===== src/rtl/bitwise_exerciser_pkg.sv =====
// bitwise_exerciser_pkg: shared opcode/state types, LFSR taps and golden model for the exerciser
package bitwise_exerciser_pkg;

    typedef enum logic [1:0] {OP_OR, OP_AND, OP_ADD, OP_XOR} opcode_t;

    typedef enum logic [2:0] {S_IDLE, S_DRIVE, S_WAIT, S_CHECK, S_DONE} state_t;

    // x^16 + x^14 + x^13 + x^11 + 1 as bit positions 15, 13, 12, 10
    localparam logic [15:0] LFSR_TAPS = 16'hB400;

    function automatic logic [7:0] calc(opcode_t op, logic [7:0] a, logic [7:0] b);
        return op == OP_OR ? a | b : op == OP_AND ? a & b : op == OP_ADD ? a + b : a ^ b;
    endfunction

    function automatic logic [7:0] sat_inc(logic [7:0] v);
        return v == 8'hFF ? v : v + 8'd1;
    endfunction

endpackage


===== src/rtl/bitwise_op_exerciser_if.sv =====
// bitwise_op_exerciser_if: operand/result bus between the exerciser (master) and the operand block (slave)
interface bitwise_op_exerciser_if;
    import bitwise_exerciser_pkg::*;
    logic [7:0] op_a;
    logic [7:0] op_b;
    opcode_t    op_sel;
    logic [7:0] result_in;
    modport master (output op_a, output op_b, output op_sel, input result_in);
    modport slave (input op_a, input op_b, input op_sel, output result_in);
endinterface


===== src/rtl/bitwise_op_exerciser_lfsr16.sv =====
// lfsr16: 16-bit left-shifting Fibonacci LFSR with seed load and step enable
module lfsr16
    import bitwise_exerciser_pkg::*;
(
    input  logic        clk,
    input  logic        rst,
    input  logic        load,
    input  logic [15:0] seed,
    input  logic        step,
    output logic [15:0] q
);
    // reset and load both restart the sequence from the seed; feedback enters bit 0
    always_ff @(posedge clk) begin
        if (rst || load) q <= seed;
        else if (step) q <= {q[14:0], ^(q & LFSR_TAPS)};
    end
endmodule


===== src/rtl/bitwise_op_exerciser.sv =====
// bitwise_op_exerciser: drives LFSR operand pairs to the operand block and checks its results.
// Define BITWISE_EXERCISER_FAIL_CAPTURE_EN to add capture of the first mismatching vector.
module bitwise_op_exerciser
    import bitwise_exerciser_pkg::*;
#(
    parameter int          WIDTH     = 8,
    parameter int          N_VECTORS = 64,
    parameter int          SETTLE    = 2,
    parameter logic [15:0] SEED      = 16'hACE1
) (
    input  logic                         clk,
    input  logic                         rst,
    input  logic                         start,
    input  logic [1:0]                   mode,
    bitwise_op_exerciser_if.master       bus,
    output logic                         busy,
    output logic                         done,
    output logic                         pass,
    output logic [7:0]                   err_count
`ifdef BITWISE_EXERCISER_FAIL_CAPTURE_EN
    ,
    output logic                         fail_valid,
    output logic [7:0]                   fail_a,
    output logic [7:0]                   fail_b,
    output logic [7:0]                   fail_got
`endif
);
    state_t           state;
    logic [15:0]      vec_cnt;
    logic [3:0]       settle_cnt;
    logic [WIDTH-1:0] expected;
    logic [15:0]      lfsr;
    logic             accept;
    logic             last;

    assign accept = start && (state == S_IDLE || state == S_DONE);
    assign last   = vec_cnt == 16'(N_VECTORS - 1);
    assign pass   = done && err_count == 8'd0;

    lfsr16 u_lfsr (
        .clk  (clk),
        .rst  (rst),
        .load (accept),
        .seed (SEED),
        .step (state == S_CHECK && !last),
        .q    (lfsr)
    );

    // run sequencer: drive a vector, let it settle, compare, repeat until the last vector
    always_ff @(posedge clk) begin
        if (rst) begin
            state      <= S_IDLE;
            bus.op_a   <= '0;
            bus.op_b   <= '0;
            bus.op_sel <= OP_OR;
            busy       <= 1'b0;
            done       <= 1'b0;
            err_count  <= '0;
            vec_cnt    <= '0;
            settle_cnt <= '0;
            expected   <= '0;
`ifdef BITWISE_EXERCISER_FAIL_CAPTURE_EN
            fail_valid <= 1'b0;
            fail_a     <= '0;
            fail_b     <= '0;
            fail_got   <= '0;
`endif
        end else begin
            case (state)
                S_IDLE, S_DONE: if (start) begin
                    bus.op_sel <= opcode_t'(mode);
                    err_count  <= '0;
                    vec_cnt    <= '0;
                    done       <= 1'b0;
                    busy       <= 1'b1;
                    state      <= S_DRIVE;
`ifdef BITWISE_EXERCISER_FAIL_CAPTURE_EN
                    fail_valid <= 1'b0;
                    fail_a     <= '0;
                    fail_b     <= '0;
                    fail_got   <= '0;
`endif
                end
                S_DRIVE: begin
                    bus.op_a   <= lfsr[15:8];
                    bus.op_b   <= lfsr[7:0];
                    expected   <= calc(bus.op_sel, lfsr[15:8], lfsr[7:0]);
                    settle_cnt <= 4'(SETTLE - 1);
                    state      <= S_WAIT;
                end
                S_WAIT: begin
                    if (settle_cnt == 4'd0) state <= S_CHECK;
                    else settle_cnt <= settle_cnt - 4'd1;
                end
                S_CHECK: begin
                    if (bus.result_in != expected) begin
                        err_count <= sat_inc(err_count);
`ifdef BITWISE_EXERCISER_FAIL_CAPTURE_EN
                        if (!fail_valid) begin
                            fail_valid <= 1'b1;
                            fail_a     <= bus.op_a;
                            fail_b     <= bus.op_b;
                            fail_got   <= bus.result_in;
                        end
`endif
                    end
                    if (last) begin
                        state <= S_DONE;
                        done  <= 1'b1;
                        busy  <= 1'b0;
                    end else begin
                        vec_cnt <= vec_cnt + 16'd1;
                        state   <= S_DRIVE;
                    end
                end
                default: state <= S_IDLE;
            endcase
        end
    end
endmodule


===== src/flat_wrapper.sv =====
// flat-port wrapper written by rule: the top's interface ports become plain ports
module bitwise_op_exerciser_flat import bitwise_exerciser_pkg::*;
#(
    parameter int          WIDTH     = 8,
    parameter int          N_VECTORS = 64,
    parameter int          SETTLE    = 2,
    parameter logic [15:0] SEED      = 16'hACE1
)
  (clk, rst, start, mode, busy, done, pass, err_count, bus_op_a, bus_op_b, bus_op_sel, bus_result_in);
  bitwise_op_exerciser_if bus_i ();
  input  logic clk;
  input  logic rst;
  input  logic start;
  input  logic [1:0] mode;
  output logic busy;
  output logic done;
  output logic pass;
  output logic [7:0] err_count;
  output wire logic [$bits(bus_i.op_a)-1:0] bus_op_a;
  output wire logic [$bits(bus_i.op_b)-1:0] bus_op_b;
  output wire logic [$bits(bus_i.op_sel)-1:0] bus_op_sel;
  input wire logic [$bits(bus_i.result_in)-1:0] bus_result_in;
  assign bus_op_a = bus_i.op_a;
  assign bus_op_b = bus_i.op_b;
  assign bus_op_sel = bus_i.op_sel;
  assign bus_i.result_in = bus_result_in;
  bitwise_op_exerciser #(.WIDTH(WIDTH), .N_VECTORS(N_VECTORS), .SETTLE(SETTLE), .SEED(SEED)) u_core (.clk(clk), .rst(rst), .start(start), .mode(mode), .bus(bus_i), .busy(busy), .done(done), .pass(pass), .err_count(err_count));
endmodule

===== config.mk =====
export PLATFORM = sky130hd
export DESIGN_NAME = bitwise_op_exerciser_flat
export DESIGN_NICKNAME = d
export VERILOG_FILES = /design/src/rtl/bitwise_exerciser_pkg.sv /design/src/rtl/bitwise_op_exerciser_if.sv /design/src/rtl/bitwise_op_exerciser_lfsr16.sv /design/src/rtl/bitwise_op_exerciser.sv /design/src/flat_wrapper.sv
export SDC_FILE = /design/constraint.sdc
export NUM_CORES = 1
export LEC_CHECK = 0
export ABC_AREA = 1
export BUFFER_PORTS_ARGS = -buffer_cell sky130_fd_sc_hd__buf_2
export CAP_MARGIN = 20
export CORE_MARGIN = 3
export CORE_UTILIZATION = 64
export CTS_BUF_LIST = sky130_fd_sc_hd__clkbuf_8 sky130_fd_sc_hd__clkbuf_16
export DETAILED_ROUTE_END_ITERATION = 8
export PLACE_DENSITY = 0.84
export SYNTH_ARGS = -nofsm -noshare
export SYNTH_HDL_FRONTEND = slang
export SYNTH_SLANG_ARGS = --single-unit

===== constraint.sdc =====
create_clock -name clk -period 4.2 [get_ports clk]
set_input_delay 0.42 -clock clk [delete_from_list [all_inputs] [get_ports clk]]
set_output_delay 0.42 -clock clk [all_outputs]
set_load 0.03 [all_outputs]

Yosys cells after proc, flatten, opt, wreduce, memory -nomap -nowiden
Cells that the tools add are included.
{ "classes": {"muxes": 22, "n_reduce_logical": 20, "n_bitwise": 3, "add_sub_neg": 4, "eq_ne": 16} }
{ "op_table": {"columns": ["operator", "count"], "rows": [
  ["8-bit two-way mux", 6],
  ["16-bit two-way mux", 2],
  ["16-bit case mux with 2 select lines", 1],
  ["16-bit by 1-bit adder with 16-bit output (second input constant)", 1],
  ["16-bit by 6-bit equality test with 1-bit output (second input constant)", 1],
  ["8-bit case mux with 2 select lines", 1],
  ["16-bit parity", 1],
  ["3-bit case mux with 4 select lines", 1],
  ["2-bit != test (second input constant)", 5],
  ["3-bit two-way mux", 3],
  ["8-bit by 1-bit adder with 8-bit output (second input constant)", 1],
  ["8-bit adder", 1],
  ["8-bit bitwise AND", 1],
  ["8-bit equality test (second input constant)", 1],
  ["8-bit zero test", 1],
  ["8-bit != test", 1],
  ["8-bit bitwise OR", 1],
  ["4-bit case mux with 2 select lines", 1],
  ["8-bit bitwise XOR", 1],
  ["3-bit by 2-bit equality test with 1-bit output (second input constant)", 2],
  ["2-bit AND reduction", 3],
  ["3-bit AND reduction", 2],
  ["4-bit zero test", 1],
  ["1-bit two-way mux", 4],
  ["other kinds (16)", 22]
]} }
{ "word_totals": {"input_bits": 13, "register_bits": 75, "output_inout_bits": 29, "wordCells": 76} }

Longest topological paths before layout
Gate-level depths: netlist (run 1).
{ "depth": {"word_depth": 4, "ltp_mapped": 12, "ltp_nobuf": 12} }

By module
From an unflattened synthesis (run 1), not the netlist that was laid out.
{ "unflattened": {"cells_unflattened": 595, "hier_area_um2": 4364.2} }
{ "by_module_without_submodules": {"columns": ["mod", "area_each_um2", "instances", "cells_per_inst", "seq_area_each_um2"], "rows": [
  ["bitwise_op_exerciser", 3564.7, 1, 509, 1181.1],
  ["lfsr16", 799.5, 1, 86, 480.5]
]} }

Worst setup path before layout (run 1)
OpenSTA, ideal clock, no wires.
{ "synth_path": {"path_kind": "register -> output", "startpoint": "register u_core.err_count[0]", "endpoint": "output pass", "path_stages_with_launch": 5, "arrival_ns": 1.695, "setup_slack_ns": 2.085, "n_path_buf": 0, "required_time_ns": 3.780, "path_cell_list": "dfxtp_1 -> inv_1 -> ha_1 -> nand2_1 -> nor4_1"} }
{ "synth_between": {"elab_chain_len": 2} }
{ "synth_rtl": {"columns": ["element", "line_no", "source"], "rows": [
  ["start: declaration", "bitwise_op_exerciser.sv:19", "output logic [7:0] err_count"],
  ["start signal: assignment", "bitwise_op_exerciser.sv:97", "err_count <= sat_inc(err_count);"],
  ["8-bit zero test", "bitwise_op_exerciser.sv:38", "assign pass = done && err_count == 8'd0;"],
  ["1-bit logical AND", "bitwise_op_exerciser.sv:38", null],
  ["end: declaration", "flat_wrapper.sv:17", "output logic pass;"]
]} }
No other way between the ends.

Worst setup path in the final report (run 1)
{ "layout_path": {"startpoint": "register u_core.state[0]", "endpoint": "register u_core.u_lfsr.q[12]"} }
{ "layout_between": {"elab_chain_len": 4, "word_cells_on_any_way": 7, "classes_between": "eq/ne: 2; reduce/logical: 5"} }
{ "layout_rtl": {"columns": ["element", "line_no", "source"], "rows": [
  ["start: declaration", "bitwise_op_exerciser.sv:28", "state_t state;"],
  ["start signal: assignment", "bitwise_op_exerciser.sv:52", "state <= S_IDLE;"],
  ["start signal: assignment", "bitwise_op_exerciser.sv:76", "state <= S_DRIVE;"],
  ["start signal: assignment", "bitwise_op_exerciser.sv:89", "state <= S_WAIT;"],
  ["3-bit equality test or 3-bit zero test (tied branches)", "bitwise_op_exerciser.sv:36", "assign accept = start && (state == S_IDLE || state == S_DONE);"],
  ["1-bit logical OR", "bitwise_op_exerciser.sv:36", null],
  ["1-bit logical AND", "bitwise_op_exerciser.sv:36", null],
  ["1-bit logical OR", "bitwise_op_exerciser_lfsr16.sv:14", "if (rst || load) q <= seed;"],
  ["end signal: assignment", "bitwise_op_exerciser_lfsr16.sv:15", "else if (step) q <= {q[14:0], ^(q & LFSR_TAPS)};"],
  ["end: declaration", "bitwise_op_exerciser_lfsr16.sv:10", "output logic [15:0] q"]
]} }
Several ways; a longest one is shown, not always the timed one.
A chain may end at the register's enable or synchronous reset.

==> impl_metrics.env, run 1 <==
export IMPL_cpMostUsedCell="inv_1"
export IMPL_cts_sink_count=75
export IMPL_io_pins=42
export IMPL_holdWs_ns=0.3749
export IMPL_dr_pass1_iters=5
export IMPL_grt_overflow=0
export IMPL_post_cts_buffers=0
export IMPL_drc=0
export IMPL_final_cell_mix="136 x nand2_1, 81 x inv_1, 75 x dfxtp_1"
export IMPL_dpl_worst_slack_ns=2.003
export IMPL_crit_type="reg2reg"
export IMPL_grt_pass1_vias=3618
export IMPL_viasPerCell=5.681
export IMPL_vias=4039
export IMPL_fin_skew_ns=0.01157
export IMPL_r2r_setup_slack_ns=2.00
export IMPL_ys_types=32
export IMPL_antenna_cells=0
export IMPL_yosysWarnings=0
export IMPL_hpwlAfterDp_um=7066
export IMPL_ctsResizeCount=0
export IMPL_ys_ff_latch=75
export IMPL_period_needed_ns=2.197
export IMPL_p_leak_nw=2.058
export IMPL_ir_worst_vdd_uv=341.9
export IMPL_insertion_delay_ns=0.35
export IMPL_crit_chain="inv_1 > nor2_1 > nand2_1 > inv_1 > nand2_4 > inv_2 > o21ai_0 > a21oi_1"
export IMPL_root_buffer="clkbuf_8"
export IMPL_grt_antenna_before_repair=0
export IMPL_setup_slack_ns=2.003
export IMPL_fp_dieArea_mm2=0.007380
export IMPL_critPathMaxStageDelay_ns=0.51
export IMPL_area_delta_synth_final_pct=11.21
export IMPL_rsz0062_at_grt="false"
export IMPL_crit_arrival_ns=2.48
export IMPL_crit_slowest_cell="inv_1"
export IMPL_cts_hold_buf=0
export IMPL_cp_start_kind="flip-flop"
export IMPL_htree_levels=3
export IMPL_ant_nets=0
export IMPL_grt_pass1_wl_um=16780
export IMPL_rows=28
export IMPL_hold_class="in2reg"
export IMPL_outcome="finished clean"
export IMPL_drv_cap=0
export IMPL_postSynthCellCount=594
export IMPL_postRouteWirelength_um=9929
export IMPL_setup_viol=0
export IMPL_maxClockFrequency_mhz=455.1
export IMPL_crit_buf_inv=3
export IMPL_slew_headroom_pct=32.68
export IMPL_fillCellCount=485
export IMPL_critPathRequiredTime_ns=4.48
export IMPL_grt_usage_pct=27.97
export IMPL_tightest_slew_ns=1.006
export IMPL_cts_tree="built"
export IMPL_clk_path_buf_depth=2
export IMPL_finalCritPeriodShare_pct=52.32
export IMPL_syn_area_mm2=0.004086
export IMPL_rr_startpoint="u_core.state[0]"
export IMPL_dr_first_iter_drc_count=270
export IMPL_die_x_um=85.91
export IMPL_yosysSeqAreaShare_pct=36.74
export IMPL_dieHeight_um=85.91
export IMPL_synth_area_per_cell_um2=6.879
export IMPL_final_common_cell="nand2_1"
export IMPL_end_kind="flip-flop"
export IMPL_drive_gt1_share_pct=10.69
export IMPL_worstHoldStart="mode[1]"
export IMPL_finish_net_count=666
export IMPL_synth_nets=629
export IMPL_pwr_density_cell_mw_per_mm2=483.5
export IMPL_regArea_mm2=0.001501
export IMPL_fin_tns_setup_ns=0
export IMPL_grt_max_degree=29
export IMPL_port_buffers=41
export IMPL_multi_input_area_mm2=0.002200
export IMPL_cts_buffers=9
export IMPL_wl_per_cell_um=13.96
export IMPL_place_congestion=0.9395
export IMPL_hold_viol_final=0
export IMPL_path_max_fanout=18
export IMPL_critPathLaunch="u_core.state[0]"
export IMPL_start_util_pct=67.42
export IMPL_core_area_mm2=0.006061
export IMPL_critPathTopFamily="buffers and inverters"
export IMPL_slew_violations=0
export IMPL_clkSlewWorstSetupHoldPaths_ns=0.09
cells in the mapped netlist (all sizes together):
cell	count	share of area [%]
nand2	141	14
inv	82	7.5
dfxtp	75	37
nor2	51	4.7
a21oi	50	6.2
nand3	47	5.8
o21ai	45	5.5
ha	21	6.4
nand4	13	2.0
nor3	12	1.6
o211ai	10	1.8
buf	8	1.1
xnor2	8	1.7
clkbuf	7	0.67
xor2	7	1.5
nand3b	3	0.55
or2	3	0.46
a31oi	2	0.31
o21bai	2	0.37
o22ai	2	0.31
a211oi	1	0.18
and3	1	0.15
clkinv	1	0.092
fa	1	0.49
nor4	1	0.15
where the power goes:
part           switching, mW  internal [mW]  total (mW)
Clock                  0.299          0.357       0.656
Combinational          0.454          0.190       0.645
Sequential            0.0789          0.817       0.896
Total                  0.832           1.37        2.20
flip-flops by register name (all words and copies together) (netlist names):
register           flops
u_core.bus.op_a        8
u_core.bus.op_b        8
u_core.bus.op_sel      2
u_core.busy            1
u_core.done            1
u_core.err_count       8
u_core.expected        8
u_core.settle_cnt      4
u_core.state           3
u_core.u_lfsr.q       16
u_core.vec_cnt        16
per-layer routing:
layer | vias up | wire (um) | track usage [%]
met1 | 1832 | 4094 | 35.69
met5 | - | 0 | 0
met4 | 0 | 147 | 8.201
li1 | 2012 | - | -
met2 | 171 | 5033 | 47.93
met3 | 24 | 653 | 5.283
per-stage QoR:
step	instances	total power, mW	instance area, um^2	utilization [%]
after floorplan	594	1.392	4086	-
after global placement	695	1.522	4312	71.14
after detailed placement	695	1.541	4312	71.14
after CTS	711	2.187	4544	74.98
after global routing	711	2.327	4544	74.98
final	711	2.197	4544	74.98
kinds of logic after synthesis:
kind of cell             Yosys count  synth area share [%]
AO/OA/AOI/OAI                    112                 14.73
XOR/XNOR                          15                 3.215
adder cells (fa/ha/maj)           22                 6.920
buffers and inverters             98                 9.430
flip-flops                        75                 36.74
AND/OR/NAND/NOR                  272                 28.97
cell type report:
| cell class | instances | area share [%] |
|---|---|---|
| repair buffers | 41 | 4.515 |
| well taps | 75 | 2.065 |
| flip-flops and latches | 75 | 33.04 |
| inverters | 83 | 6.856 |
| clock inverters | 6 | 2.093 |
| clock buffers | 10 | 3.029 |
| multi-input cells | 421 | 48.40 |
final timing paths:
kind | depth (start not counted) | to
worst max-delay path | 8 | u_core.u_lfsr.q[12]
worst min-delay path | 3 | u_core.bus.op_sel[1]
worst max register to register | 8 | u_core.u_lfsr.q[12]
worst min register to register | 2 | u_core.bus.op_b[0]
worst register-to-register path: stages, from the launching register on:
cell and delay (ns):
dfxtp_1 0.36, inv_1 0.05, nor2_1 0.12, nand2_1 0.27, inv_1 0.52, nand2_4 0.24
inv_2 0.27, o21ai_0 0.12, a21oi_1 0.18
No activity file was read; power rests on OpenSTA's default activity.
==> inputs of run 2 (changes only) <==
--- a/config.mk
+++ b/config.mk
@@ -5,14 +5,14 @@
 export SDC_FILE = /design/constraint.sdc
 export NUM_CORES = 1
 export LEC_CHECK = 0
-export ABC_AREA = 1
+export ABC_AREA = 0
 export BUFFER_PORTS_ARGS = -buffer_cell sky130_fd_sc_hd__buf_2
 export CAP_MARGIN = 20
 export CORE_MARGIN = 3
-export CORE_UTILIZATION = 64
+export CORE_UTILIZATION = 59
 export CTS_BUF_LIST = sky130_fd_sc_hd__clkbuf_8 sky130_fd_sc_hd__clkbuf_16
 export DETAILED_ROUTE_END_ITERATION = 8
-export PLACE_DENSITY = 0.84
+export PLACE_DENSITY = 0.78
 export SYNTH_ARGS = -nofsm -noshare
 export SYNTH_HDL_FRONTEND = slang
 export SYNTH_SLANG_ARGS = --single-unit
==> constraint.sdc (replaced) <==
create_clock -name clk -period 2.2 [get_ports clk]
set_input_delay 0.22 -clock clk [delete_from_list [all_inputs] [get_ports clk]]
set_output_delay 0.22 -clock clk [all_outputs]
set_load 0.03 [all_outputs]
==> run 2 against run 1 <==
Net effect:
- count of clock-buffer cells in the layout grew 2
- maximum frequency grew 9.9%
- power grew 33%
- cell area shrank 2.4%
- clock power grew 52%
- synthesized cell count shrank 20%
- utilization shrank 5.9 points
- critical path type unchanged
- sequential share of layout area grew 0.80 points
- register-to-register slack lost 1.8 ns
- die area grew 4.6%
- combinational power shrank 31%
- area after synthesis shrank 3.2%
==> impl_metrics.env, run 2 <==
export IMPL_crit_arrival_ns=2.22
export IMPL_grt_antenna_before_repair=0
export IMPL_yosysMostFrequentCell="nand2_1"
export IMPL_port_buffers=41
export IMPL_cts_buffers=9
export IMPL_ys_async_sr_fraction_pct=0
export IMPL_worstHoldStart="mode[0]"
export IMPL_critPathRequiredTime_ns=2.42
export IMPL_largestRegisters="u_core.u_lfsr.q: 16 flops, u_core.vec_cnt: 16 flops"
export IMPL_setup_viol=0
export IMPL_postSynthCellCount=475
export IMPL_yosysWarnings=0
export IMPL_dieHeight_um=87.86
export IMPL_final_cell_mix="77 x nand2_1, 75 x dfxtp_1, 53 x a21oi_1"
export IMPL_rr_startpoint="u_core.u_lfsr.q[1]"
export IMPL_ys_top_cells_by_area="dfxtp_1 38%, nand2_1 7.3%, a21oi_1 6.8%, ha_1 6.6%, xor2_1 4.2%"
export IMPL_core_area_mm2=0.006422
export IMPL_clk_path_buf_depth=2
export IMPL_yosysSeqAreaShare_pct=37.97
export IMPL_hold_class="in2reg"
export IMPL_synth_commonest_cells="77 x nand2_1, 75 x dfxtp_1, 54 x a21oi_1"
export IMPL_hpwlAfterDp_um=6277
export IMPL_cts_hold_buf=0
export IMPL_rows=29
export IMPL_switching_share_pct=29.03
export IMPL_postRouteWirelength_um=8650
export IMPL_synth_area_leader_cell="dfxtp_1"
export IMPL_p_switching_mw=0.8504
export IMPL_pwr_density_cell_mw_per_mm2=660.3
export IMPL_tightest_slew_ns=0.7461
export IMPL_synth_edf_count=0
export IMPL_p_leak_nw=1.838
export IMPL_cts_tree="built"
export IMPL_end_kind="flip-flop"
export IMPL_vias=3458
export IMPL_cp_start_kind="flip-flop"
export IMPL_die_x_um=87.86
export IMPL_finish_net_count=554
export IMPL_wl_per_cell_um=14.39
export IMPL_slew_violations=0
export IMPL_finalCritPeriodShare_pct=90.90
export IMPL_dr_pass1_iters=6
export IMPL_maxClockFrequency_mhz=500.0
export IMPL_antenna_cells=0
export IMPL_synth_nets=510
export IMPL_root_buffer="clkbuf_8"
export IMPL_place_congestion=0.9193
export IMPL_ys_ff_latch=75
export IMPL_fp_dieArea_mm2=0.007719
export IMPL_grt_pass1_wl_um=14740
export IMPL_critPathMaxStageDelay_ns=0.41
export IMPL_pwr_share_comb_pct=15.3
export IMPL_p_total_mw=2.930
export IMPL_synth_area_per_cell_um2=8.324
export IMPL_area_delta_synth_final_pct=12.22
export IMPL_fin_skew_ns=0.009604
export IMPL_start_util_pct=61.56
export IMPL_insertion_delay_ns=0.35
export IMPL_period_needed_ns=2.000
export IMPL_path_max_fanout=5
export IMPL_drive_gt1_share_pct=16.79
export IMPL_drv_cap=0
export IMPL_ir_worst_vdd_uv=356.7
export IMPL_cts_sink_count=75
export IMPL_critPathTopFamily="compound AO/OA/AOI/OAI gates"
export IMPL_cell_internal_pwr_mw=2.079
export IMPL_crit_buf_inv=1
export IMPL_hold_viol_final=0
export IMPL_io_pins=42
export IMPL_crit_slowest_cell="dfxtp_1"
export IMPL_clkSlewWorstSetupHoldPaths_ns=0.08
export IMPL_ys_flop_type="dfxtp_1"
export IMPL_p_clk_share_pct=34.2
export IMPL_slew_headroom_pct=50.07
export IMPL_grt_usage_pct=24.15
export IMPL_outcome="finished clean"
export IMPL_yosysTopAreaCellShare_pct=37.97
export IMPL_rsz0062_at_grt="false"
export IMPL_dr_first_iter_drc_count=181
export IMPL_crit_type="reg2reg"
export IMPL_crit_chain="inv_1 > ha_1 > a211oi_1 > o21ai_0 > o221ai_1 > mux2i_1 > a21oi_1"
export IMPL_grt_overflow=0
export IMPL_ant_nets=0
export IMPL_final_common_cell="nand2_1"
export IMPL_seq_power_share_pct=50.5
export IMPL_grt_pass1_vias=3207
export IMPL_syn_area_mm2=0.003954
export IMPL_grt_max_degree=38
export IMPL_htree_levels=3
export IMPL_ys_types=59
export IMPL_critPathLaunch="u_core.u_lfsr.q[1]"
export IMPL_drc=0
export IMPL_fin_tns_setup_ns=0
export IMPL_viasPerCell=5.754
==> run 2: worst min-delay path, cell delays in order <==
cell and delay (ns):
buf_2 0.10, nand2_1 0.05, a21oi_1 0.05
==> run 2: power by group through the flow <==
stage | clock network, mW | logic, mW | registers (mW)
3_5_place_dp | 0 | 0.448 | 1.51
3_3_place_gp | 0 | 0.439 | 1.51
2_1_floorplan | 0 | 0.300 | 1.53
6_report | 1.00 | 0.448 | 1.48
5_1_grt | 1.06 | 0.502 | 1.49
4_1_cts | 1.01 | 0.451 | 1.48
==> run 2: worst paths after layout <==
check / cells after the start / endpoint / slack, ns
setup reg to reg: 7 / u_core.expected[7] / 0.20
hold reg to reg: 2 / u_core.bus.op_b[1] / 0.45
setup / recovery: 7 / u_core.expected[7] / 0.20
hold / removal: 3 / u_core.bus.op_sel[0] / 0.1
==> run 2: area by class of cell <==
cell class,count,area (um^2)
clock buffers,12,165.2
clock inverters,4,25.02
fillers,517,1986
inverters,31,116.4
multi-input cells,347,2222
flip-flops and latches,75,1501
well taps,77,96.34
repair buffers,55,310.3
==> run 2: through the flow <==
stage | utilization (%) | setup WS [ns] | hold WS [ns] | instances | cell area (um^2)
floorplan | - | 0.4263 | 0.3560 | 475 | 3954
global placement | 66.06 | 0.3277 | 0.4405 | 585 | 4243
detailed placement | 66.06 | 0.2281 | 0.4430 | 585 | 4243
CTS | 69.02 | 0.2169 | 0.09644 | 601 | 4433
global route | 69.08 | 0.04793 | 0.1081 | 601 | 4437
finish | 69.08 | 0.2002 | 0.09964 | 601 | 4437
==> run 2: routing by layer <==
| metal | routed length, um | track usage, % |
|---|---|---|
| met5 | 0 | 0 |
| met2 | 4119 | 40.62 |
| met4 | 121 | 10.32 |
| met1 | 3972 | 31.01 |
| met3 | 436 | 3.198 |
==> run 2: repair_timing <==
action	CTS	global route
gates resized for setup	0	1
setup buffers	0	0
setup endpoints to repair	0	1
==> run 2: cell families (layout without fill, tap and decap cells) <==
family / after synthesis / count (layout) / share of synthesized area [%]
mux: 7 / 7 / 2.089
fa+ha+maj: 22 / 22 / 7.152
compound gates: 114 / 114 / 18.67
flops: 75 / 75 / 37.97
buf+inv: 53 / 102 / 5.918
simple gates: 179 / 179 / 22.66
xor+xnor: 25 / 25 / 5.538
